**src/rtl/gin_write_arbiter.sv**
```systemverilog
// gin_write_arbiter: round-robin burst arbiter that funnels ifmap/filter/psum beats into
// the GIN tag and data FIFOs, holding the grant from the first beat until req_last.
module gin_write_arbiter #(
  parameter int DATA_WIDTH    = 64,
  parameter int ROW_TAG_WIDTH = 4,
  parameter int COL_TAG_WIDTH = 4,
  parameter int NUM_OF_REQ    = 3
) (
  input  logic                          clk,
  input  logic                          reset,
  input  logic [0:NUM_OF_REQ-1]         req_valid,
  input  logic [0:NUM_OF_REQ-1]         req_last,
  input  logic [ROW_TAG_WIDTH-1:0]      req_row_tag [0:NUM_OF_REQ-1],
  input  logic [COL_TAG_WIDTH-1:0]      req_col_tag [0:NUM_OF_REQ-1],
  input  logic [DATA_WIDTH-1:0]         req_data    [0:NUM_OF_REQ-1],
  output logic [0:NUM_OF_REQ-1]         req_ready,
  output logic [ROW_TAG_WIDTH-1:0]      row_tag,
  output logic [COL_TAG_WIDTH-1:0]      col_tag,
  output logic [DATA_WIDTH-1:0]         data_out,
  output logic                          tags_wr_en,
  output logic                          data_wr_en,
  input  logic                          tags_full,
  input  logic                          data_full,
  output logic [$clog2(NUM_OF_REQ)-1:0] grant_id,
  output logic                          busy,
  output logic [31:0]                   beat_count
);
  localparam int GW = $clog2(NUM_OF_REQ);
  typedef enum logic {IDLE, BURST} state_t;
  state_t state_q, state_d;
  logic [GW-1:0] last_q, pick, idx;
  logic [31:0] cnt_q;
  logic fire;
  // descending scan so the nearest valid requester after last_q is the final assignment
  always_comb begin
    pick = last_q;
    idx = '0;
    for (int i = NUM_OF_REQ; i >= 1; i--) begin
      idx = GW'((int'(last_q) + i) % NUM_OF_REQ);
      if (req_valid[idx]) pick = idx;
    end
  end
  assign busy       = state_q == BURST;
  assign fire       = busy & req_valid[grant_id] & ~tags_full & ~data_full;
  assign tags_wr_en = fire;
  assign data_wr_en = fire;
  assign row_tag    = busy ? req_row_tag[grant_id] : '0;
  assign col_tag    = busy ? req_col_tag[grant_id] : '0;
  assign data_out   = busy ? req_data[grant_id] : '0;
  assign beat_count = cnt_q;
  always_comb begin
    req_ready = '0;
    req_ready[grant_id] = fire;
  end
  always_comb state_d = busy ? ((fire && req_last[grant_id]) ? IDLE : BURST) : (|req_valid ? BURST : IDLE);
  always_ff @(posedge clk) begin
    if (reset) begin
      state_q  <= IDLE;
      grant_id <= '0;
      last_q   <= GW'(NUM_OF_REQ - 1);
      cnt_q    <= '0;
    end else begin
      state_q <= state_d;
      if (!busy && |req_valid) begin
        grant_id <= pick;
        last_q   <= pick;
      end
      if (fire) cnt_q <= cnt_q + 32'd1;
    end
  end
endmodule
```
**config.mk**
```make
export PLATFORM = sky130hd
export DESIGN_NAME = gin_write_arbiter
export DESIGN_NICKNAME = d
export VERILOG_FILES = /design/src/rtl/gin_write_arbiter.sv
export SDC_FILE = /design/constraint.sdc
export NUM_CORES = 1
export LEC_CHECK = 0
export ABC_AREA = 1
export ABC_CLOCK_PERIOD_IN_PS = 2100
export CORE_AREA = 2 2 132 134
export CTS_CLUSTER_SIZE = 24
export DETAILED_ROUTE_END_ITERATION = 8
export DIE_AREA = 0 0 134 136
export PLACE_DENSITY = 0.71
export SKIP_LAST_GASP = 1
export SYNTH_ARGS = -nofsm -noshare
export SYNTH_HDL_FRONTEND = slang
export SYNTH_SLANG_ARGS = --single-unit
export TNS_END_PERCENT = 5
```
**constraint.sdc**
```tcl
create_clock -name clk -period 2.1 [get_ports clk]
set_clock_uncertainty 0.1 [all_clocks]
set_input_delay 0.21 -clock clk [delete_from_list [all_inputs] [get_ports clk]]
set_output_delay 0.21 -clock clk [all_outputs]
set_load 0.02 [all_outputs]
```
---- After elaboration in Yosys (flattened, before gate mapping) ----
Index checks and enable logic that the tools add are counted.
storage, ports and cells
  input bits .............................. 226
  memories kept ........................... 0
  bits in registers ....................... 37
  output and inout port bits .............. 112
  word-level logic and storage cells ...... 66
  RAM bits ................................ 0
  bits in latches ......................... 0
  ROM bits ................................ 0
cells by class
  magnitude comparators ................... 5
  div/mod/pow operators ................... 3
  mux-type cells .......................... 35
  bitwise gates (word level) .............. 10
  shift-type cells ........................ 0
  reductions and logical operators ........ 5
  $add $sub $neg .......................... 4
  multiply operators ...................... 0
  equality and inequality tests ........... 0
operator list
  operator               count
  $mux 64                3
  $bmux 64 s2            1
  $mod 32x3->32 const B  3
  $add 32x1->32 const B  1
  $mux 4                 6
  $bmux 4 s2             2
  $mux 1                 14
  $ge 3x3->1 const B     4
  $not 2->3              4
  $bmux 1 s2             5
  $add 2x2->3 const B    2
  $mux 2                 3
  $add 2x1->3 const B    1
  $and 1x1->1            3
  $and 3x3->3            1
  $logic_and 1x1->1      3
  $lt 3x1->1 const B     1
  $reduce_or 3->1        1
  $demux 1 s2            1
  $not 1->1              2
  $logic_not 1->1        1

---- Longest topological paths before layout ----
Gate-level depths: netlist of run 1.
  depth in word-level cells ............... 10
  depth in mapped cells ................... 14
  depth with buffers taken out ............ 11

---- Worst setup path before layout of run 1 ----
Ideal clock, no wire load.
  path kind ............................... flip-flop to flip-flop
  from .................................... register last_q[0]
  to ...................................... register last_q[0]
  library setup time ...................... 0.117 ns
  required time ........................... 1.883 ns
  period minus slack after synthesis ...... 2.214 ns
  path slack .............................. -0.114 ns
  stages on the path, launching flop included .. 12
  arrival time ............................ 1.997 ns
  buffers on the path ..................... 3
  cells stage by stage .................... dfxtp_1 > buf_2 > buf_2 > buf_2 > inv_1 > ha_1 > o21ai_0 > a21oi_1 > a21oi_1 > nand2_1 > nor2_1 > nor2_1
on the way
  word-level cells in the longest chain between the ends .. 9
  elaborated cells on any way between the ends .. 21
  classes of those cells .................. add/sub: 3; div: 3; mux: 12; bitwise: 3
RTL lines
  element                                    RTL line  RTL
  start, declared                            31        logic [GW-1:0] last_q, pick, idx;
  start signal, assigned                     60        last_q <= GW'(NUM_OF_REQ - 1);
  start signal, assigned                     66        last_q <= pick;
  $add 2x2->3                                39        idx = GW'((int'(last_q) + i) % NUM_OF_REQ);
  $mod 32x3->32                              39
  $not 2->3 (implied by the code)            40        if (req_valid[idx]) pick = idx;
  $bmux 1 s2                                 40
  $mux 1 (implied by the code) (2 in a row)  40
  $mux 2 (2 in a row)                        40
  $mux 2 *                                   40
Every way passes the cells marked *; elsewhere a longest branch is shown, timed or not. The select of a mux whose other input is x is not followed.
A chain may end at the register's enable or synchronous reset.

---- Final worst setup path of run 1 ----
  from .................................... register grant_id[1]
  to ...................................... output port data_out[46]
on the way
  word-level cells in the longest chain between the ends .. 5
RTL lines
  element                                     RTL line  RTL
  start, declared                             24        output logic [$clog2(NUM_OF_REQ)-1:0] grant_id,
  start signal, assigned                      65        grant_id <= pick;
  $not 2->3 (implied by the code)             49        assign data_out = busy ? req_data[grant_id] : '0;
  $bmux 64 s2                                 49
  $mux 64 (implied by the code) (2 in a row)  49
  $mux 64                                     49
  end, declared                               19        output logic [DATA_WIDTH-1:0] data_out,
Every way passes these cells. The select of a mux whose other input is x is not followed.

==> results of run 1 <==
[flip-flops by register name, summed over array words and instances (netlist names)]
register,count
beat_count,32
last_q,2
busy,1
grant_id,1
[worst min-delay path, cell delays in order, from the launching register on]
cell	delay, ns
dfxtp_1	0.33
nand2_1	0.07
a21oi_1	0.05
[metal layers]
| metal | vias up | part of all wire [%] |
|---|---|---|
| met3 | 22 | 10 |
| met1 | 2916 | 41 |
| li1 | 3349 | - |
| met4 | 8 | 1.0 |
| met5 | - | 0.24 |
| met2 | 278 | 47 |
[power by group]
group	leakage [nW]	switching [mW]	total, mW	internal [mW]
combinational	3.43	2.21	4.07	1.86
clock	0.0809	0.277	0.835	0.558
sequential	0.292	0.0466	0.758	0.711
total	3.80	2.54	5.66	3.12
[final timing paths]
path	start	to	slack, ns	depth (start not counted)
setup / recovery	grant_id[1]	data_out[46]	-0.27	8
hold / removal	beat_count[31]	beat_count[31]	0.40	2
setup reg to reg	last_q[0]	last_q[0]	0.15	12
hold reg to reg	beat_count[31]	beat_count[31]	0.40	2
[layout by cell type (no fill, tap or decap), types with 9 or more instances in the layout]
cell	count
nor2_1	62
dfxtp_1	34
nand2_1	355
buf_12	12
a21oi_1	24
dlygate4sd2_1	10
nand3b_1	10
inv_1	101
clkdlybuf4s50_1	321
o21ai_0	9
buf_4	23
nand3_1	160
[cell families (layout without fill, tap and decap cells)]
family	Yosys count	in the layout	share of synthesized area [%]
flip-flops	36	36	16.71
buffers and inverters	153	483	14.22
other	0	3	0
XOR/XNOR	3	3	0.6093
adder cells (fa/ha/maj)	5	5	1.451
AO/OA/AOI/OAI	42	42	5.077
AND/OR/NAND/NOR	621	621	61.94
[timing repair]
action                                  in CTS  in global routing
gates resized for setup                     14                  4
gates cloned                                 0                  0
endpoints found under the setup margin      76                 78
pin swaps                                    0                  0
[layout make-up]
type,count,area (µm²),area share [%]
clock inverter,2,35.03,0.4205
antenna,3,7.507,0.09010
timing repair buffer,371,3764,45.17
sequential,36,725.7,8.710
multi-input combinational,671,2999,36.00
inverter,104,390.4,4.685
tap,225,281.5,3.379
clock buffer,6,128.9,1.547
==> results.sh, run 1 <==
export IMPL_final_antenna_net_count=0
export IMPL_worstMarginPinSlew_ns=0.5852
export IMPL_routabilityCongestion=0.8802
export IMPL_dieArea_um2=18220
export IMPL_placeableCoreArea_um2=16880
export IMPL_min_period_over_period_pct=113.0
export IMPL_syn_to_final_growth_pct=93.18
export IMPL_clock_fmax_mhz=421.3
export IMPL_final_setup_tns_ns=-13.73
export IMPL_drt_iter0_markers=361
export IMPL_clock_root_buffer="clkbuf_16"
export IMPL_routed_wl_um=21860
export IMPL_final_setup_worst_slack_ns=-0.2734
export IMPL_grt_busiest_layer="met2"
export IMPL_violations="setup timing"
export IMPL_powerDensity_nw_per_um2=679.5
export IMPL_finalNonFillerCells=1418
export IMPL_cts_made_buffers=5
export IMPL_grt_use_total_pct=22.21
export IMPL_hold_viol_final=0
export IMPL_routed_via_density=4.635
export IMPL_nNetsFinal=1420
export IMPL_tritoncts="done"
export IMPL_rsz0062_at_grt="true"
export IMPL_syn_area_um2=4313
export IMPL_critPathMaxStageDelay_ns=0.59
export IMPL_synth_seq_cells=36
export IMPL_synth_top_cell_by_area="nand2_1"
export IMPL_finalCriticalPeriod_ns=2.373
export IMPL_dp_slack_ns=-0.1266
export IMPL_drv_slew=0
export IMPL_yosys_cell_types_count=30
export IMPL_p_leak_nw=3.803
export IMPL_insertion_delay_ns=0.28
export IMPL_crit_required_ns=1.79
export IMPL_nFillCells=1745
export IMPL_wire_per_inst_um=15.42
export IMPL_htree_levels=2
export IMPL_peakVddDrop_mv=0.5578
export IMPL_cp_arrival_ns=2.06
export IMPL_numPortBuffers=337
export IMPL_syn_num_nets=1091
export IMPL_avgSynthCellArea_um2=5.015
export IMPL_critPathBufInv=4
export IMPL_postLayoutCellArea_um2=8332
export IMPL_critPathSlowestCell="clkdlybuf4s50_1"
export IMPL_gr_usage_met2_pct=38.29
export IMPL_max_cap_violations=0
export IMPL_grt_pass1_vias=5817
export IMPL_cts_reportedPaths_clkPinSlew_ns=0.05
export IMPL_path_cells="buf_4 > nor2_4 > buf_12 > nand2_1 > nand3_1 > nand2_1 > inv_1 > clkdlybuf4s50_1"
export IMPL_synth_edf_count=0
export IMPL_yosys_most_used_dff="dfxtp_1"
export IMPL_outcome="finished, violations left"
export IMPL_synth_area_leaders="nand2_1, nand3_1, dfxtp_1, inv_1, nor2_1"
export IMPL_num_rows=48
export IMPL_die_w_um=134
export IMPL_grt_pass1_wl_um=32090
export IMPL_grt_max_degree=61
export IMPL_antenna_found_initial=8
export IMPL_setup_violations=62
export IMPL_grt_use_met1_pct=27.53
export IMPL_synthTopCellsByCount="nand2_1, nand3_1, inv_1, nor2_1, dfxtp_1"
export IMPL_hold_class="register to register"
export IMPL_synth_seq_area_share_pct=16.71
export IMPL_final_util_pct=49.37
export IMPL_power_mw=5.661
export IMPL_cpLargestDelayFamily="buffers and inverters"
export IMPL_die_h_um=136
export IMPL_whs_ns=0.3966
export IMPL_synth_top_area_share_pct=30.90
export IMPL_grt_overflow_total=0
export IMPL_ys_warn_count=0
export IMPL_numClockSinks=36
export IMPL_crit_type="register to primary output"
export IMPL_crit_top_cell="nand2_1"
export IMPL_place_hpwl_um=17660
export IMPL_ioPinCount=338
export IMPL_drive_gt1_share_pct=5.462
export IMPL_synthCells=860
export IMPL_drtPass1Iterations=5
export IMPL_slew_headroom_pct=60.95
export IMPL_yosysMostFrequentCell="nand2_1"
export IMPL_vias=6573
export IMPL_ctsHoldBuffers=0
export IMPL_dp_cells=1407
export IMPL_synthArstFlopShare_pct=0
export IMPL_cts_setup_buffers=0
export IMPL_clockBufferDepth=2
export IMPL_cp_max_fo=36
export IMPL_cp_end_kind="primary output"
export IMPL_start_util_pct=25.56
export IMPL_place_area_um2=8173
export IMPL_met3_usage_pct=7.718
export IMPL_start_kind="register"
export IMPL_post_route_drc_count=0
No activity file was read; power rests on OpenSTA's default activity.
==> run 2, diff against run 1 <==
--- a/config.mk
+++ b/config.mk
@@ -6,11 +6,11 @@
 export NUM_CORES = 1
 export LEC_CHECK = 0
 export ABC_AREA = 1
-export ABC_CLOCK_PERIOD_IN_PS = 2100
-export CORE_AREA = 2 2 132 134
+export ABC_CLOCK_PERIOD_IN_PS = 2400
+export CORE_AREA = 2 2 130 132
 export CTS_CLUSTER_SIZE = 24
 export DETAILED_ROUTE_END_ITERATION = 8
-export DIE_AREA = 0 0 134 136
+export DIE_AREA = 0 0 132 134
 export PLACE_DENSITY = 0.71
 export SKIP_LAST_GASP = 1
 export SYNTH_ARGS = -nofsm -noshare
==> constraint.sdc (replaced) <==
create_clock -name clk -period 2.4 [get_ports clk]
set_clock_uncertainty 0.1 [all_clocks]
set_input_delay 0.24 -clock clk [delete_from_list [all_inputs] [get_ports clk]]
set_output_delay 0.24 -clock clk [all_outputs]
set_load 0.02 [all_outputs]
==> run 2 against run 1 <==
Compared with the run above: the flow still finishes with violations (setup timing); cell area shrank 2.4%; sequential share of layout area grew 0.21 points; critical path depth is the same; cell count shrank 1.4%; non-clock buffer count shrank 16; clock power shrank 25%; worst hold slack lost 0.0021 ns; setup slack gained 0.20 ns.
==> results.sh, run 2 (synthesized netlist as in run 1, its figures left out) <==
export IMPL_clockBufferDepth=2
export IMPL_place_hpwl_um=17610
export IMPL_tritoncts="done"
export IMPL_numClockSinks=36
export IMPL_final_antenna_net_count=0
export IMPL_p_leak_nw=3.659
export IMPL_cts_reportedPaths_clkPinSlew_ns=0.05
export IMPL_whs_ns=0.3945
export IMPL_hold_class="register to register"
export IMPL_max_cap_violations=0
export IMPL_routed_wl_um=22120
export IMPL_insertion_delay_ns=0.28
export IMPL_drive_gt1_share_pct=3.833
export IMPL_clock_fmax_mhz=404.9
export IMPL_final_setup_worst_slack_ns=-0.06968
export IMPL_routabilityCongestion=0.8727
export IMPL_placeableCoreArea_um2=16290
export IMPL_violations="setup timing"
export IMPL_grt_pass1_wl_um=33820
export IMPL_cp_max_fo=45
export IMPL_wire_per_inst_um=15.82
export IMPL_finalCriticalPeriod_ns=2.470
export IMPL_cts_made_buffers=5
export IMPL_num_rows=47
export IMPL_nNetsFinal=1404
export IMPL_cp_arrival_ns=2.13
export IMPL_start_kind="register"
export IMPL_powerDensity_nw_per_um2=582.8
export IMPL_grt_max_degree=76
export IMPL_r2r_start="grant_id[1]"
export IMPL_worstMarginPinSlew_ns=0.6387
export IMPL_die_w_um=132
export IMPL_ioPinCount=338
export IMPL_grt_pass1_vias=6147
export IMPL_rsz0062_at_grt="true"
export IMPL_post_route_drc_count=0
export IMPL_crit_type="register to primary output"
export IMPL_die_h_um=134
export IMPL_setup_violations=44
export IMPL_htree_levels=2
export IMPL_antenna_found_initial=12
export IMPL_grt_use_total_pct=23.72
export IMPL_clock_root_buffer="clkbuf_16"
export IMPL_power_mw=4.741
export IMPL_min_period_over_period_pct=102.9
export IMPL_numPortBuffers=337
export IMPL_routed_via_density=4.670
export IMPL_slew_headroom_pct=57.37
export IMPL_hold_viol_final=0
export IMPL_final_setup_tns_ns=-0.8142
export IMPL_dieArea_um2=17690
export IMPL_final_common_cell="nand2_1"
export IMPL_postLayoutCellArea_um2=8135
export IMPL_largest_reg_flops=32
export IMPL_crit_required_ns=2.06
export IMPL_drv_slew=0
export IMPL_place_area_um2=7974
export IMPL_final_cell_mix="nand2_1, clkdlybuf4s50_1, nand3_1, inv_1, nor2_1"
export IMPL_drt_iter0_markers=473
export IMPL_grt_overflow_total=0
export IMPL_vias=6528
export IMPL_cp_end_kind="primary output"
export IMPL_start_util_pct=26.48
export IMPL_drtPass1Iterations=5
export IMPL_syn_to_final_growth_pct=88.63
export IMPL_worstSetupStartpoint="grant_id[1]"
export IMPL_outcome="finished, violations left"
export IMPL_dp_slack_ns=-0.03685
export IMPL_peakVddDrop_mv=0.4126
export IMPL_hold_start="beat_count[31]"
==> run 2: power breakdown <==
part,total [mW],switching [mW],leakage (nW),internal [mW]
Clock,0.630,0.246,0.0679,0.384
Combinational,3.43,1.91,3.30,1.53
Sequential,0.679,0.0561,0.292,0.622
==> run 2: final timing paths <==
kind,endpoint,slack [ns],depth (start not counted)
hold / removal,beat_count[31],0.39,2
setup / recovery,data_out[57],-0.07,8
setup reg to reg,beat_count[15],0.39,12
hold reg to reg,beat_count[31],0.39,2
==> run 2: metrics by stage <==
step | util, % | cells
floorplan | - | 860
CTS | 49.80 | 1393
detailed placement | 48.95 | 1385
finish | 49.94 | 1398
global route | 49.90 | 1395
global placement | 48.95 | 1385
==> run 2: cell type report <==
type | count | area (µm²)
Clock inverter | 1 | 5.005
Tap cell | 220 | 275.3
Antenna cell | 4 | 10.01
Sequential cell | 36 | 725.7
Timing Repair Buffer | 355 | 3602
Clock buffer | 7 | 132.6
Fill cell | 1697 | 8154
Inverter | 104 | 390.4
Multi-Input combinational cell | 671 | 2994
==> run 2: repair_timing <==
item,4_1_cts,5_1_grt
pin swaps,0,0
setup endpoints to repair,73,75
hold buffers,0,0
gates resized for setup,3,2
setup buffers,0,1
==> run 2: routing by layer <==
layer  global-route usage (%)  share of wire [%]
met1                    29.78                 40
met2                    39.21                 46
met3                    8.390                 11
met4                    5.133                2.2
met5                        0               0.42
==> run 2: worst max-delay path, cell delays in order (launching register included) <==
cell and delay (ns):
dfxtp_1 0.39, inv_2 0.09, nor2_4 0.16, buf_12 0.25
nand2_1 0.09, nand3_1 0.11, nand2_1 0.06, inv_1 0.06
clkdlybuf4s50_1 0.61
==> run 3, diff against run 2 <==
--- a/config.mk
+++ b/config.mk
@@ -6,11 +6,12 @@
 export NUM_CORES = 1
 export LEC_CHECK = 0
 export ABC_AREA = 1
-export ABC_CLOCK_PERIOD_IN_PS = 2400
-export CORE_AREA = 2 2 130 132
+export ABC_CLOCK_PERIOD_IN_PS = 1980
+export CORE_AREA = 2 2 132 134
+export CTS_BUF_LIST = sky130_fd_sc_hd__clkbuf_16
 export CTS_CLUSTER_SIZE = 24
 export DETAILED_ROUTE_END_ITERATION = 8
-export DIE_AREA = 0 0 132 134
+export DIE_AREA = 0 0 134 136
 export PLACE_DENSITY = 0.71
 export SKIP_LAST_GASP = 1
 export SYNTH_ARGS = -nofsm -noshare
==> constraint.sdc (replaced) <==
create_clock -name clk -period 1.98 [get_ports clk]
set_clock_uncertainty 0.1 [all_clocks]
set_input_delay 0.198 -clock clk [delete_from_list [all_inputs] [get_ports clk]]
set_output_delay 0.198 -clock clk [all_outputs]
set_load 0.05 [all_outputs]
==> run 3 against run 2 <==
Compared with the run above: highest routed layer unchanged; core utilization is 5.9 points higher; sequential cell count stayed put; the flow still finishes with violations (setup timing); critical path type unchanged; die area is 3.0% higher; worst hold slack better by 0.0073 ns.
==> results.sh, run 3 (synthesized netlist as in run 1, its figures left out) <==
export IMPL_outcome="finished, violations left"
export IMPL_violations="setup timing"
export IMPL_setup_violations=6
export IMPL_nFillCells=1589
export IMPL_routabilityCongestion=0.9338
export IMPL_crit_required_ns=1.68
export IMPL_post_route_drc_count=0
export IMPL_power_mw=8.196
export IMPL_worstMarginPinSlew_ns=0.5558
export IMPL_dieArea_um2=18220
export IMPL_powerDensity_nw_per_um2=870.3
export IMPL_multi_input_area_um2=3063
export IMPL_routed_via_density=4.681
export IMPL_ioPinCount=338
export IMPL_vias=6726
export IMPL_grt_overflow_total=0
export IMPL_p_int_mw=4.234
export IMPL_cp_end_kind="primary output"
export IMPL_grt_pass1_wl_um=34670
export IMPL_peakVddDrop_mv=0.4250
export IMPL_numClockSinks=36
export IMPL_die_w_um=134
export IMPL_min_period_over_period_pct=101.4
export IMPL_drtPass1Iterations=5
export IMPL_combPwrFrac_pct=80.5
export IMPL_num_rows=48
export IMPL_hold_viol_final=0
export IMPL_final_setup_worst_slack_ns=-0.02825
export IMPL_p_sw_mw=3.963
export IMPL_grt_pass1_vias=6113
export IMPL_grt_max_degree=76
export IMPL_syn_to_final_growth_pct=118.4
export IMPL_power_frac_clock_pct=9.4
export IMPL_place_hpwl_um=18410
export IMPL_insertion_delay_ns=0.28
export IMPL_nNetsFinal=1436
export IMPL_p_leak_nw=4.205
export IMPL_htree_levels=2
export IMPL_routed_wl_um=24270
export IMPL_largest_reg_flops=32
export IMPL_cp_arrival_ns=1.71
export IMPL_final_setup_tns_ns=-0.08521
export IMPL_final_antenna_net_count=0
export IMPL_tritoncts="done"
export IMPL_cts_made_buffers=5
export IMPL_placeableCoreArea_um2=16880
export IMPL_rsz0062_at_grt="true"
export IMPL_antenna_found_initial=9
export IMPL_final_common_cell="nand2_1"
export IMPL_drv_slew=0
export IMPL_pwr_share_seq_pct=10.1
export IMPL_finalCriticalPeriod_ns=2.008
export IMPL_clock_fmax_mhz=497.9
export IMPL_final_cell_mix="nand2_1, clkdlybuf4s50_1, nand3_1, inv_1, buf_12"
export IMPL_crit_type="register to primary output"
export IMPL_start_util_pct=25.56
export IMPL_drive_gt1_share_pct=14.76
export IMPL_netSwitchingFraction_pct=48.35
export IMPL_wire_per_inst_um=16.89
export IMPL_hold_class="register to register"
export IMPL_start_kind="register"
export IMPL_slew_headroom_pct=62.91
export IMPL_dp_slack_ns=0.01584
export IMPL_grt_use_total_pct=24.22
export IMPL_clock_root_buffer="clkbuf_16"
export IMPL_cp_max_fo=8
export IMPL_whs_ns=0.4018
export IMPL_cts_reportedPaths_clkPinSlew_ns=0.06
export IMPL_drt_iter0_markers=447
export IMPL_ctsHoldBuffers=0
export IMPL_max_cap_violations=0
export IMPL_register_area_um2=729.5
export IMPL_clockBufferDepth=2
export IMPL_numPortBuffers=337
export IMPL_die_h_um=136
run 3: changes by cell type in the layout (fill, tap and decap cells not counted), moves of 3 or more:
cell / before / now
clkbuf_16: 5 / 9
nor3_1: 7 / 3
buf_16: 0 / 3
inv_1: 101 / 92
buf_12: 7 / 87
nor3_4: 0 / 3
inv_2: 3 / 9
clkinvlp_4: 0 / 3
clkdlybuf4s50_1: 333 / 255
buf_4: 10 / 34
run 3: what timing repair did:
item	in CTS	in global routing
setup buffers	6	8
resized for setup	4	22
setup endpoints to repair	70	80
pin swaps	1	5
cloned	2	4
run 3: critical path: stages (launching register included):
cell and delay, ns:
dfxtp_4 0.41, nor2_4 0.21, nand2_1 0.09, nand3_2 0.13, nand2_8 0.10, buf_6 0.13
nor3_4 0.20, buf_12 0.16
run 3: final timing paths:
kind,from,end,slack [ns],cells past startpoint
setup / recovery,last_q[0],req_ready[1],-0.03,7
hold / removal,beat_count[31],beat_count[31],0.40,2
setup reg to reg,last_q[0],grant_id[1],0.10,11
hold reg to reg,beat_count[31],beat_count[31],0.40,2
run 3: power groups by stage:
stage	logic, mW	registers [mW]	clock network (mW)
2_1_floorplan	3.18	0.842	0
3_3_place_gp	5.92	0.829	0
3_5_place_dp	5.96	0.830	0
4_1_cts	6.31	0.816	0.782
5_1_grt	7.02	0.831	0.812
6_report	6.60	0.827	0.773
run 3: per-stage QoR:
| stage | cells | utilization, % | cell area (µm²) |
|---|---|---|---|
| 6_report | 1437 | 55.81 | 9418 |
| 5_1_grt | 1433 | 55.75 | 9408 |
| 4_1_cts | 1419 | 54.54 | 9204 |
| 3_5_place_dp | 1403 | 52.91 | 8930 |
| 3_3_place_gp | 1403 | 52.91 | 8930 |
| 2_1_floorplan | 860 | - | 4394 |
run 3: metal layers:
| metal | vias up | routed length (µm) | part of all wire [%] | GRT usage (%) |
|---|---|---|---|---|
| li1 | 3387 | - | - | - |
| met1 | 2997 | 9848 | 41 | 31.13 |
| met2 | 305 | 11350 | 47 | 39.72 |
| met3 | 31 | 2588 | 11 | 7.942 |
| met4 | 6 | 444 | 1.8 | 4.905 |
| met5 | - | 40 | 0.16 | 0 |
run 3: final cells by class:
cell class	instances	share of cell area, %
clock buffer	5	1.329
timing repair buffer	387	50.76
sequential	36	7.745
inverter	104	4.291
multi-input combinational	671	32.52
antenna	6	0.1594
tap	225	2.989
clock inverter	3	0.1993
